### config.mk
export PLATFORM = sky130hd
export DESIGN_NAME = lsu_bridge
export DESIGN_NICKNAME = d
export VERILOG_FILES = /design/src/rtl/lsu_pkg.sv /design/src/rtl/load_align.sv /design/src/rtl/lsu_bridge.sv
export SDC_FILE = /design/constraint.sdc
export NUM_CORES = 1
export LEC_CHECK = 0
export BUFFER_PORTS_ARGS = -buffer_cell sky130_fd_sc_hd__buf_2
export CAP_MARGIN = 0
export CORE_ASPECT_RATIO = 2
export CORE_MARGIN = 2
export CORE_UTILIZATION = 45
export CTS_BUF_LIST = sky130_fd_sc_hd__clkbuf_8
export CTS_CLUSTER_DIAMETER = 100
export DETAILED_ROUTE_END_ITERATION = 10
export GPL_ROUTABILITY_DRIVEN = 1
export HOLD_SLACK_MARGIN = 0.06
export PLACE_DENSITY_LB_ADDON = 0.25
export SETUP_SLACK_MARGIN = 0.4
export SYNTH_ARGS = -nofsm -noshare
export SYNTH_HDL_FRONTEND = slang
export SYNTH_SLANG_ARGS = --single-unit
### constraint.sdc
create_clock -name clk -period 3 [get_ports clk]
set_input_delay 0.6 -clock clk [delete_from_list [all_inputs] [get_ports clk]]
set_output_delay 0.6 -clock clk [all_outputs]
set_load 0.03 [all_outputs]
### src/rtl/lsu_pkg.sv
// Shared definitions for the memory-stage load/store bridge: access-size codes,
// FSM state encoding and the store byte-strobe generator.
package lsu_pkg;

  localparam logic [2:0] F3_B  = 3'b000;
  localparam logic [2:0] F3_H  = 3'b001;
  localparam logic [2:0] F3_W  = 3'b010;
  localparam logic [2:0] F3_BU = 3'b100;
  localparam logic [2:0] F3_HU = 3'b101;

  typedef enum logic [1:0] {
    ST_IDLE,
    ST_REQ,
    ST_WAIT_R,
    ST_DONE
  } lsu_state_e;

  // Byte lanes touched by an access of the given size at the given byte offset.
  function automatic logic [3:0] wstrb_gen(input logic [2:0] funct3, input logic [1:0] addr_lo);
    logic [3:0] strb;
    case (funct3)
      F3_B, F3_BU: strb = 4'b0001 << addr_lo;
      F3_H, F3_HU: strb = 4'b0011 << {addr_lo[1], 1'b0};
      default:     strb = 4'b1111;
    endcase
    return strb;
  endfunction

endpackage

### src/rtl/load_align.sv
// Extracts the addressed byte/halfword from a bus read word and sign- or
// zero-extends it according to the load size code.
module load_align
  import lsu_pkg::*;
(
  input  logic [31:0] rdata,
  input  logic [1:0]  addr_lo,
  input  logic [2:0]  funct3,
  output logic [31:0] result
);

  logic [7:0]  byte_sel;
  logic [15:0] half_sel;

  always_comb begin
    case (addr_lo)
      2'd0:    byte_sel = rdata[7:0];
      2'd1:    byte_sel = rdata[15:8];
      2'd2:    byte_sel = rdata[23:16];
      default: byte_sel = rdata[31:24];
    endcase
    half_sel = addr_lo[1] ? rdata[31:16] : rdata[15:0];

    case (funct3)
      F3_B:    result = {{24{byte_sel[7]}}, byte_sel};
      F3_BU:   result = {24'd0, byte_sel};
      F3_H:    result = {{16{half_sel[15]}}, half_sel};
      F3_HU:   result = {16'd0, half_sel};
      default: result = rdata;
    endcase
  end

endmodule

### src/rtl/lsu_bridge.sv
// Memory-stage load/store bridge: issues one bus transaction per M-stage access
// and stalls the pipeline until it completes. Optional abort timer: LSU_TIMEOUT_EN.
module lsu_bridge
  import lsu_pkg::*;
#(
  parameter int ADDR_W  = 32,
  parameter int TIMEOUT = 255
) (
  input  logic              clk,
  input  logic              rst_n,
  input  logic              memread_m,
  input  logic              memwrite_m,
  input  logic [2:0]        funct3_m,
  input  logic [ADDR_W-1:0] addr_m,
  input  logic [31:0]       wdata_m,
  output logic              stall_m,
  output logic              err_m,
  output logic [31:0]       rdata_m,
  output logic              bus_valid,
  input  logic              bus_ready,
  output logic              bus_we,
  output logic [ADDR_W-1:0] bus_addr,
  output logic [3:0]        bus_wstrb,
  output logic [31:0]       bus_wdata,
  input  logic              bus_rvalid,
  input  logic [31:0]       bus_rdata
);

  lsu_state_e        state_q, state_d;
  logic              bus_valid_q, bus_valid_d;
  logic              bus_we_q, bus_we_d;
  logic [ADDR_W-1:0] bus_addr_q, bus_addr_d;
  logic [3:0]        bus_wstrb_q, bus_wstrb_d;
  logic [31:0]       bus_wdata_q, bus_wdata_d;
  logic [31:0]       rdata_q, rdata_d;
  logic              err_q, err_d;
  logic [2:0]        funct3_q, funct3_d;
  logic [1:0]        addr_lo_q, addr_lo_d;

  logic        access, illegal, misaligned, err_idle;
  logic [31:0] store_data;
  logic [31:0] load_result;

`ifdef LSU_TIMEOUT_EN
  localparam int CNT_W = ($clog2(TIMEOUT + 1) > 8) ? $clog2(TIMEOUT + 1) : 8;
  logic [CNT_W-1:0] cnt_q, cnt_d;
`else
  logic unused_timeout;
  assign unused_timeout = (TIMEOUT == 0);
`endif

  load_align u_load_align (
    .rdata   (bus_rdata),
    .addr_lo (addr_lo_q),
    .funct3  (funct3_q),
    .result  (load_result)
  );

  always_comb begin
    access     = memread_m | memwrite_m;
    illegal    = (memread_m & memwrite_m) |
                 (funct3_m == 3'b011) | (funct3_m == 3'b110) | (funct3_m == 3'b111);
    misaligned = ((funct3_m[1:0] == 2'b01) & addr_m[0]) |
                 ((funct3_m[1:0] == 2'b10) & (addr_m[1:0] != 2'b00));
    case (funct3_m[1:0])
      2'b00:   store_data = {4{wdata_m[7:0]}};
      2'b01:   store_data = {2{wdata_m[15:0]}};
      default: store_data = wdata_m;
    endcase
  end

  always_comb begin
    state_d     = state_q;
    bus_valid_d = bus_valid_q;
    bus_we_d    = bus_we_q;
    bus_addr_d  = bus_addr_q;
    bus_wstrb_d = bus_wstrb_q;
    bus_wdata_d = bus_wdata_q;
    rdata_d     = rdata_q;
    err_d       = 1'b0;
    funct3_d    = funct3_q;
    addr_lo_d   = addr_lo_q;
    stall_m     = 1'b0;
    err_idle    = 1'b0;
`ifdef LSU_TIMEOUT_EN
    cnt_d       = cnt_q;
`endif

    case (state_q)
      ST_IDLE: begin
        if (access) begin
          if (illegal | misaligned) begin
            err_idle = 1'b1;
          end else begin
            stall_m     = 1'b1;
            state_d     = ST_REQ;
            bus_valid_d = 1'b1;
            bus_we_d    = memwrite_m;
            bus_addr_d  = {addr_m[ADDR_W-1:2], 2'b00};
            bus_wstrb_d = memwrite_m ? wstrb_gen(funct3_m, addr_m[1:0]) : 4'b0000;
            bus_wdata_d = memwrite_m ? store_data : 32'd0;
            funct3_d    = funct3_m;
            addr_lo_d   = addr_m[1:0];
`ifdef LSU_TIMEOUT_EN
            cnt_d       = '0;
`endif
          end
        end
      end
      ST_REQ: begin
        stall_m = 1'b1;
        if (bus_ready) begin
          bus_valid_d = 1'b0;
          state_d     = bus_we_q ? ST_DONE : ST_WAIT_R;
        end
      end
      ST_WAIT_R: begin
        stall_m = 1'b1;
        if (bus_rvalid) begin
          rdata_d = load_result;
          state_d = ST_DONE;
        end
      end
      default: begin
        state_d = ST_IDLE;
      end
    endcase

`ifdef LSU_TIMEOUT_EN
    // A handshake or response landing on the final cycle still wins over the abort.
    if ((state_q == ST_REQ) || (state_q == ST_WAIT_R)) begin
      cnt_d = cnt_q + 1'b1;
      if ((state_d == state_q) && (cnt_q == CNT_W'(TIMEOUT - 1))) begin
        bus_valid_d = 1'b0;
        state_d     = ST_DONE;
        err_d       = 1'b1;
        rdata_d     = 32'd0;
      end
    end
`endif
  end

  always_ff @(posedge clk or negedge rst_n) begin
    if (!rst_n) begin
      state_q     <= ST_IDLE;
      bus_valid_q <= 1'b0;
      bus_we_q    <= 1'b0;
      bus_addr_q  <= '0;
      bus_wstrb_q <= 4'b0000;
      bus_wdata_q <= 32'd0;
      rdata_q     <= 32'd0;
      err_q       <= 1'b0;
      funct3_q    <= 3'b000;
      addr_lo_q   <= 2'b00;
`ifdef LSU_TIMEOUT_EN
      cnt_q       <= '0;
`endif
    end else begin
      state_q     <= state_d;
      bus_valid_q <= bus_valid_d;
      bus_we_q    <= bus_we_d;
      bus_addr_q  <= bus_addr_d;
      bus_wstrb_q <= bus_wstrb_d;
      bus_wdata_q <= bus_wdata_d;
      rdata_q     <= rdata_d;
      err_q       <= err_d;
      funct3_q    <= funct3_d;
      addr_lo_q   <= addr_lo_d;
`ifdef LSU_TIMEOUT_EN
      cnt_q       <= cnt_d;
`endif
    end
  end

  assign bus_valid = bus_valid_q;
  assign bus_we    = bus_we_q;
  assign bus_addr  = bus_addr_q;
  assign bus_wstrb = bus_wstrb_q;
  assign bus_wdata = bus_wdata_q;
  assign rdata_m   = rdata_q;
  // Illegal accesses flag in IDLE itself; timeouts flag in the DONE cycle.
  assign err_m     = err_idle | err_q;

endmodule

[Word-level counts from Yosys, hierarchy flattened]
Cells that the tools add are included.
Operators by class
  equal/unequal tests: 19
  shifts and indexed selects: 2
  muxes and demuxes: 23
  bitwise logic cells: 10
  reduce and logical (&&, ||, !) cells: 14
Operators with widths (count)
  32-bit one-hot mux with 4 select lines: 1
  32-bit one-hot mux with 2 select lines: 1
  32-bit 2-to-1 mux: 1
  8-bit one-hot mux with 3 select lines: 1
  3-bit == test (second input constant): 6
  16-bit 2-to-1 mux: 1
  1-bit 2-to-1 mux: 9
  2-bit 2-to-1 mux: 4
  2-bit inequality test (second input constant): 4
  4-bit one-hot mux with 2 select lines: 1
  4-bit AND reduction: 2
  2-bit by 1-bit == test with 1-bit output (second input constant): 3
  2-bit == test (second input constant): 3
  3-bit by 1-bit == test with 1-bit output (second input constant): 2
  2-bit logical NOT: 3
  3-bit logical NOT: 2
  1-bit OR: 6
  2-bit one-hot mux with 3 select lines: 1
  2-bit OR reduction: 3
  4-bit 2-to-1 mux: 1
  1-bit one-hot mux with 2 select lines: 2
  2-bit nonzero test: 2
  1-bit by 2-bit left shift with 4-bit output (first input constant): 1
  2-bit by 2-bit left shift with 4-bit output (first input constant): 1
  other kinds (5): 7
Storage, ports and cells
  flip-flop bits (word level): 107
  output and inout port bits: 104
  logic and storage cells: 77

[Logic depth before layout (Yosys ltp)]
  word-level depth: 8
  mapped depth: 8
  mapped depth without buffers: 6

[Cells and area by module]
A second synthesis with hierarchy kept.
Second synthesis, totals
  cells, all modules: 535
  area total of the unflattened synthesis: 5798.1 sq um
By module, submodules not included
  lsu_bridge: instances 1, cells each 402, area an instance 4828.4 sq um, seq. area each 2677.6 sq um
  load_align: instances 1, cells each 133, area an instance 969.7 sq um, seq. area each 0.0 sq um

[Least setup slack after synthesis]
Ideal clock, no wire load.
  kind: input port to output port
  start point: input port funct3_m[0]
  end point: output port stall_m
  data arrival time: 2.122 ns
  required time: 2.400 ns
  path slack: 0.278 ns
  stages: 6
  buffers on the path: 2
  cells stage by stage: buf_6 -> nor4_4 -> o21a_1 -> nand2_2 -> buf_6 -> a21oi_1
Between the ends
  longest elaborated chain between the ends: 8
  elaborated cells between the ends (all ways): 15
Ends and longest elaborated chain
  start, declared: RTL line lsu_bridge.sv:13  | input logic [2:0] funct3_m,
  3-bit by 2-bit == test with 1-bit output: RTL line lsu_bridge.sv:62  | (funct3_m == 3'b011) | (funct3_m == 3'b110) | (funct3_m == 3'b111);
  1-bit OR: RTL line lsu_bridge.sv:61  | illegal = (memread_m & memwrite_m) |
  1-bit OR (2 in a row): RTL line lsu_bridge.sv:62
  1-bit OR (*): RTL line lsu_bridge.sv:92  | if (illegal | misaligned) begin
  1-bit 2-to-1 mux (*): RTL line lsu_bridge.sv:92
  1-bit 2-to-1 mux (*): RTL line lsu_bridge.sv:91  | if (access) begin
  1-bit one-hot mux with 2 select lines (*): RTL line lsu_bridge.sv:89  | case (state_q)
  end, declared: RTL line lsu_bridge.sv:16  | output logic stall_m,
Mark *: on every way between the ends. The rest lies on a longest branch, timed or not.

[Worst setup path after layout]
  start point: input port addr_m[0]
  end point: output port stall_m
Between the ends
  longest elaborated chain between the ends: 7
  elaborated cells between the ends (all ways): 8
Ends and longest elaborated chain
  start, declared: RTL line lsu_bridge.sv:14  | input logic [ADDR_W-1:0] addr_m,
  2-bit nonzero test: RTL line lsu_bridge.sv:64  | ((funct3_m[1:0] == 2'b10) & (addr_m[1:0] != 2'b00));
  1-bit bitwise AND: RTL line lsu_bridge.sv:64
  1-bit OR (*): RTL line lsu_bridge.sv:63  | misaligned = ((funct3_m[1:0] == 2'b01) & addr_m[0]) |
  1-bit OR (*): RTL line lsu_bridge.sv:92
  1-bit 2-to-1 mux (*): RTL line lsu_bridge.sv:92
  1-bit 2-to-1 mux (*): RTL line lsu_bridge.sv:91
  1-bit one-hot mux with 2 select lines (*): RTL line lsu_bridge.sv:89
Marks and branches as above.

==> run_results.csv <==
group,metric,value,unit
status,status,"completed",
floorplanning,die_w,82.8,µm
timing,slew_viol_final,0,
critical_path,rr_endpoint,"bus_addr[3]",
logic_synthesis,synth_xor_area_frac,0.00157,
logic_synthesis,synth_ff_type,"dfrtp_1",
logic_synthesis,synthSimpleGateAreaFrac,0.125,
floorplanning,die_h,162,µm
clock_network,clk_pin_slew,110,ps
global_route,grt.overflow.total,0,
logic_synthesis,synthMuxAreaShare,0.156,
timing,hold_ws,235,ps
logic_synthesis,yosysWarnings,0,
clock_network,clock-sinks,107,
finish,area_growth,23.8,%
critical_path,criticalPathCategory,"primary input to output pin",
run,cap_violations,0,
detailed_routing,firstDrtPassIters,4,
logic_synthesis,yosysSeqAreaShare,0.480,
pwr,p_leak,3.36,nW
timing,worst_clock_skew,14.7,ps
critical_path,critical_path_arrival,1850,ps
logic_synthesis,synth_edf_count,0,
place,io_buffers,206,
timing,finalHoldViolCount,0,
timing,layout_min_cycle_time,2450,ps
global_route,grt_max_degree,61,
logic_synthesis,synth_top_family_by_area,"compound AO/OA/AOI/OAI gates",
critical_path,cp.required,2400,ps
timing,setup_viol,0,
worst_hold_path,hold_class,"primary input to async pin",
finish,diodes,0,
global_route,track_usage,0.245,
logic_synthesis,yosysTopAreaCell,"dfrtp_1",
timing,period_share,0.815,
critical_path,start_kind,"primary input",
logic_synthesis,yosysMostFrequentCell,"dfrtp_1",
clock_network,cts_max_level,3,
timing,tns,0,ps
logic_synthesis,synth_common_cells,"dfrtp_1 (107), nand2_1 (69), o21ai_0 (43), a21oi_1 (38), mux2i_1 (34)",
clock_network,hold_buffers,0,
place,place_inst,854,
finish,final_core_util,0.570,
detailed_routing,met1Wirelength,5720,µm
timing,clock.fmax,0.409,GHz
global_route,grt_pass1_vias,4977,
global_route,grt_pass1_wl,25000,µm
floorplanning,initial_utilization,0.460,
timing,worstMarginPinSlew,1220,ps
timing,rsz0062_at_grt,"false",
clock_network,cts_made_buffers,9,
finish,nNetsFinal,827,
detailed_routing,drt_iter0_drc,210,
place,dp_hpwl,12500,µm
critical_path,reg2reg_depth,6,
clock_network,clockBufferDepth,2,
clock_network,clock-root-buffer,"clkbuf_8",
pwr,irDropWorstVdd,0.531,mV
detailed_routing,dr_wl_met2,9070,µm
logic_synthesis,yosys-top-cells-area,"dfrtp_1 (48%), mux2_4 (7.5%), mux2i_1 (6.1%), nand2_1 (4.6%), o21ai_0 (3.9%)",
floorplanning,die_area,0.0134,mm²
logic_synthesis,synth.distinct_cells,46,
global_route,antenna_found_initial,0,
logic_synthesis,syn_area_per_cell,10.5,µm²
finish,fin_cells,870,
detailed_routing,dr_wl_met3,939,µm
clock_network,clk_latency,370,ps
pwr,p_per_area,1140,mW/mm²
clock_network,post-cts-setup-buffers,0,
detailed_routing,via_per_inst,5.73,
logic_synthesis,netlist_instances,533,
floorplanning,core_area,0.0121,mm²
floorplanning,num_rows,57,
place,gp_congestion,0.831,
floorplanning,io_pins,209,
clock_network,cts_resized,0,
detailed_routing,top_layer_used,"met4",
logic_synthesis,syn_area,0.00558,mm²
critical_path,r2r_slack,880,ps
logic_synthesis,synth_compound_area_frac,0.184,
logic_synthesis,async_flop_share,1.00,
logic_synthesis,ys_ff_latch,107,
detailed_routing,vias,4989,
clock_network,tritoncts,"yes",
logic_synthesis,synthAdderAreaFrac,0.00896,
logic_synthesis,synth.top_cell.area_share,0.480,
detailed_routing,wl_per_cell,18.9,µm
detailed_routing,antenna_left,0,
critical_path,critical_path.max_fanout,6,
critical_path,endpoint_kind,"output pin",
critical_path,r2r_start,"state_q[0]",
pwr,total_power,7.86,mW
timing,slew_headroom,0.187,
detailed_routing,routed_wl,16500,µm
detailed_routing,route.detailed.drc,0,
finish,drive_gt1_frac,0.385,
[cells by family after synthesis]
family,Yosys count
AOI/OAI and AO/OA,155
and+or+nand+nor,139
DFF,107
muxes,72
buffers and inverters,54
adders and majority gates,4
other,1
xor gates and xnor gates,1
[flip-flops by register name (all words and copies together) (netlist names)]
name / count
addr_lo_q: 2
bus_we: 1
state_q: 2
bus_addr: 30
rdata_m: 32
funct3_q: 3
bus_wstrb: 4
bus_valid: 1
bus_wdata: 32
[how the worst max path moves through the flow]
stage / end / slack [ps] / cells past startpoint / start
after floorplan: stall_m / 460 / 6 / funct3_m[0]
after global placement: stall_m / 640 / 6 / addr_m[0]
after detailed placement: stall_m / 570 / 6 / addr_m[0]
after CTS: stall_m / 540 / 6 / state_q[0]
after global routing: stall_m / 420 / 6 / state_q[0]
final: stall_m / 550 / 6 / addr_m[0]
[routing by layer]
metal | vias up | GRT usage
met5 | - | 0
met4 | 0 | 0.124
met3 | 42 | 0.0397
met2 | 226 | 0.447
met1 | 2420 | 0.261
li1 | 2301 | -
[through the flow]
step | cell area (µm²) | worst slack [ps]
3_3_place_gp | 6700 | 642
5_1_grt | 6910 | 416
6_report | 6910 | 554
3_5_place_dp | 6700 | 568
2_1_floorplan | 5590 | 463
4_1_cts | 6910 | 536
[worst max-delay path, cell delays in order]
cell     delay, ps
buf_2          140
a21oi_1        450
o21a_1         240
nand2_2         70
a21oi_2        130
buf_2          200
[layout make-up]
| class | count | area, µm² |
|---|---|---|
| clock inverter | 7 | 92.6 |
| fill | 1104 | 5210 |
| tap | 147 | 184 |
| inverter | 9 | 33.8 |
| timing repair buffer | 218 | 1140 |
| multi-input combinational | 373 | 2670 |
| clock buffer | 9 | 124 |
| sequential | 107 | 2680 |
[power by group]
group          switching (mW)  leakage, nW  internal, mW
clock                   0.548        0.109         0.410
sequential              0.529         1.24          2.16
combinational            2.75         2.01          1.47
total                    3.83         3.36          4.03
[layout by cell type, fill, tap and decap left out, drive strengths merged, types with 3 or more instances in the layout]
master,count
a211o,10
a21oi,38
a31oi,4
a32oi,16
and3,3
buf,218
clkbuf,9
dfrtp,107
ha,4
inv,13
mux2,38
mux2i,34
nand2,70
nand2b,11
nand3b,9
nor2,11
nor3,12
nor3b,12
o211ai,17
o21ai,45
o21bai,3
o311ai,12
or3,6
Note: power is estimated with default switching activity, not from simulation.
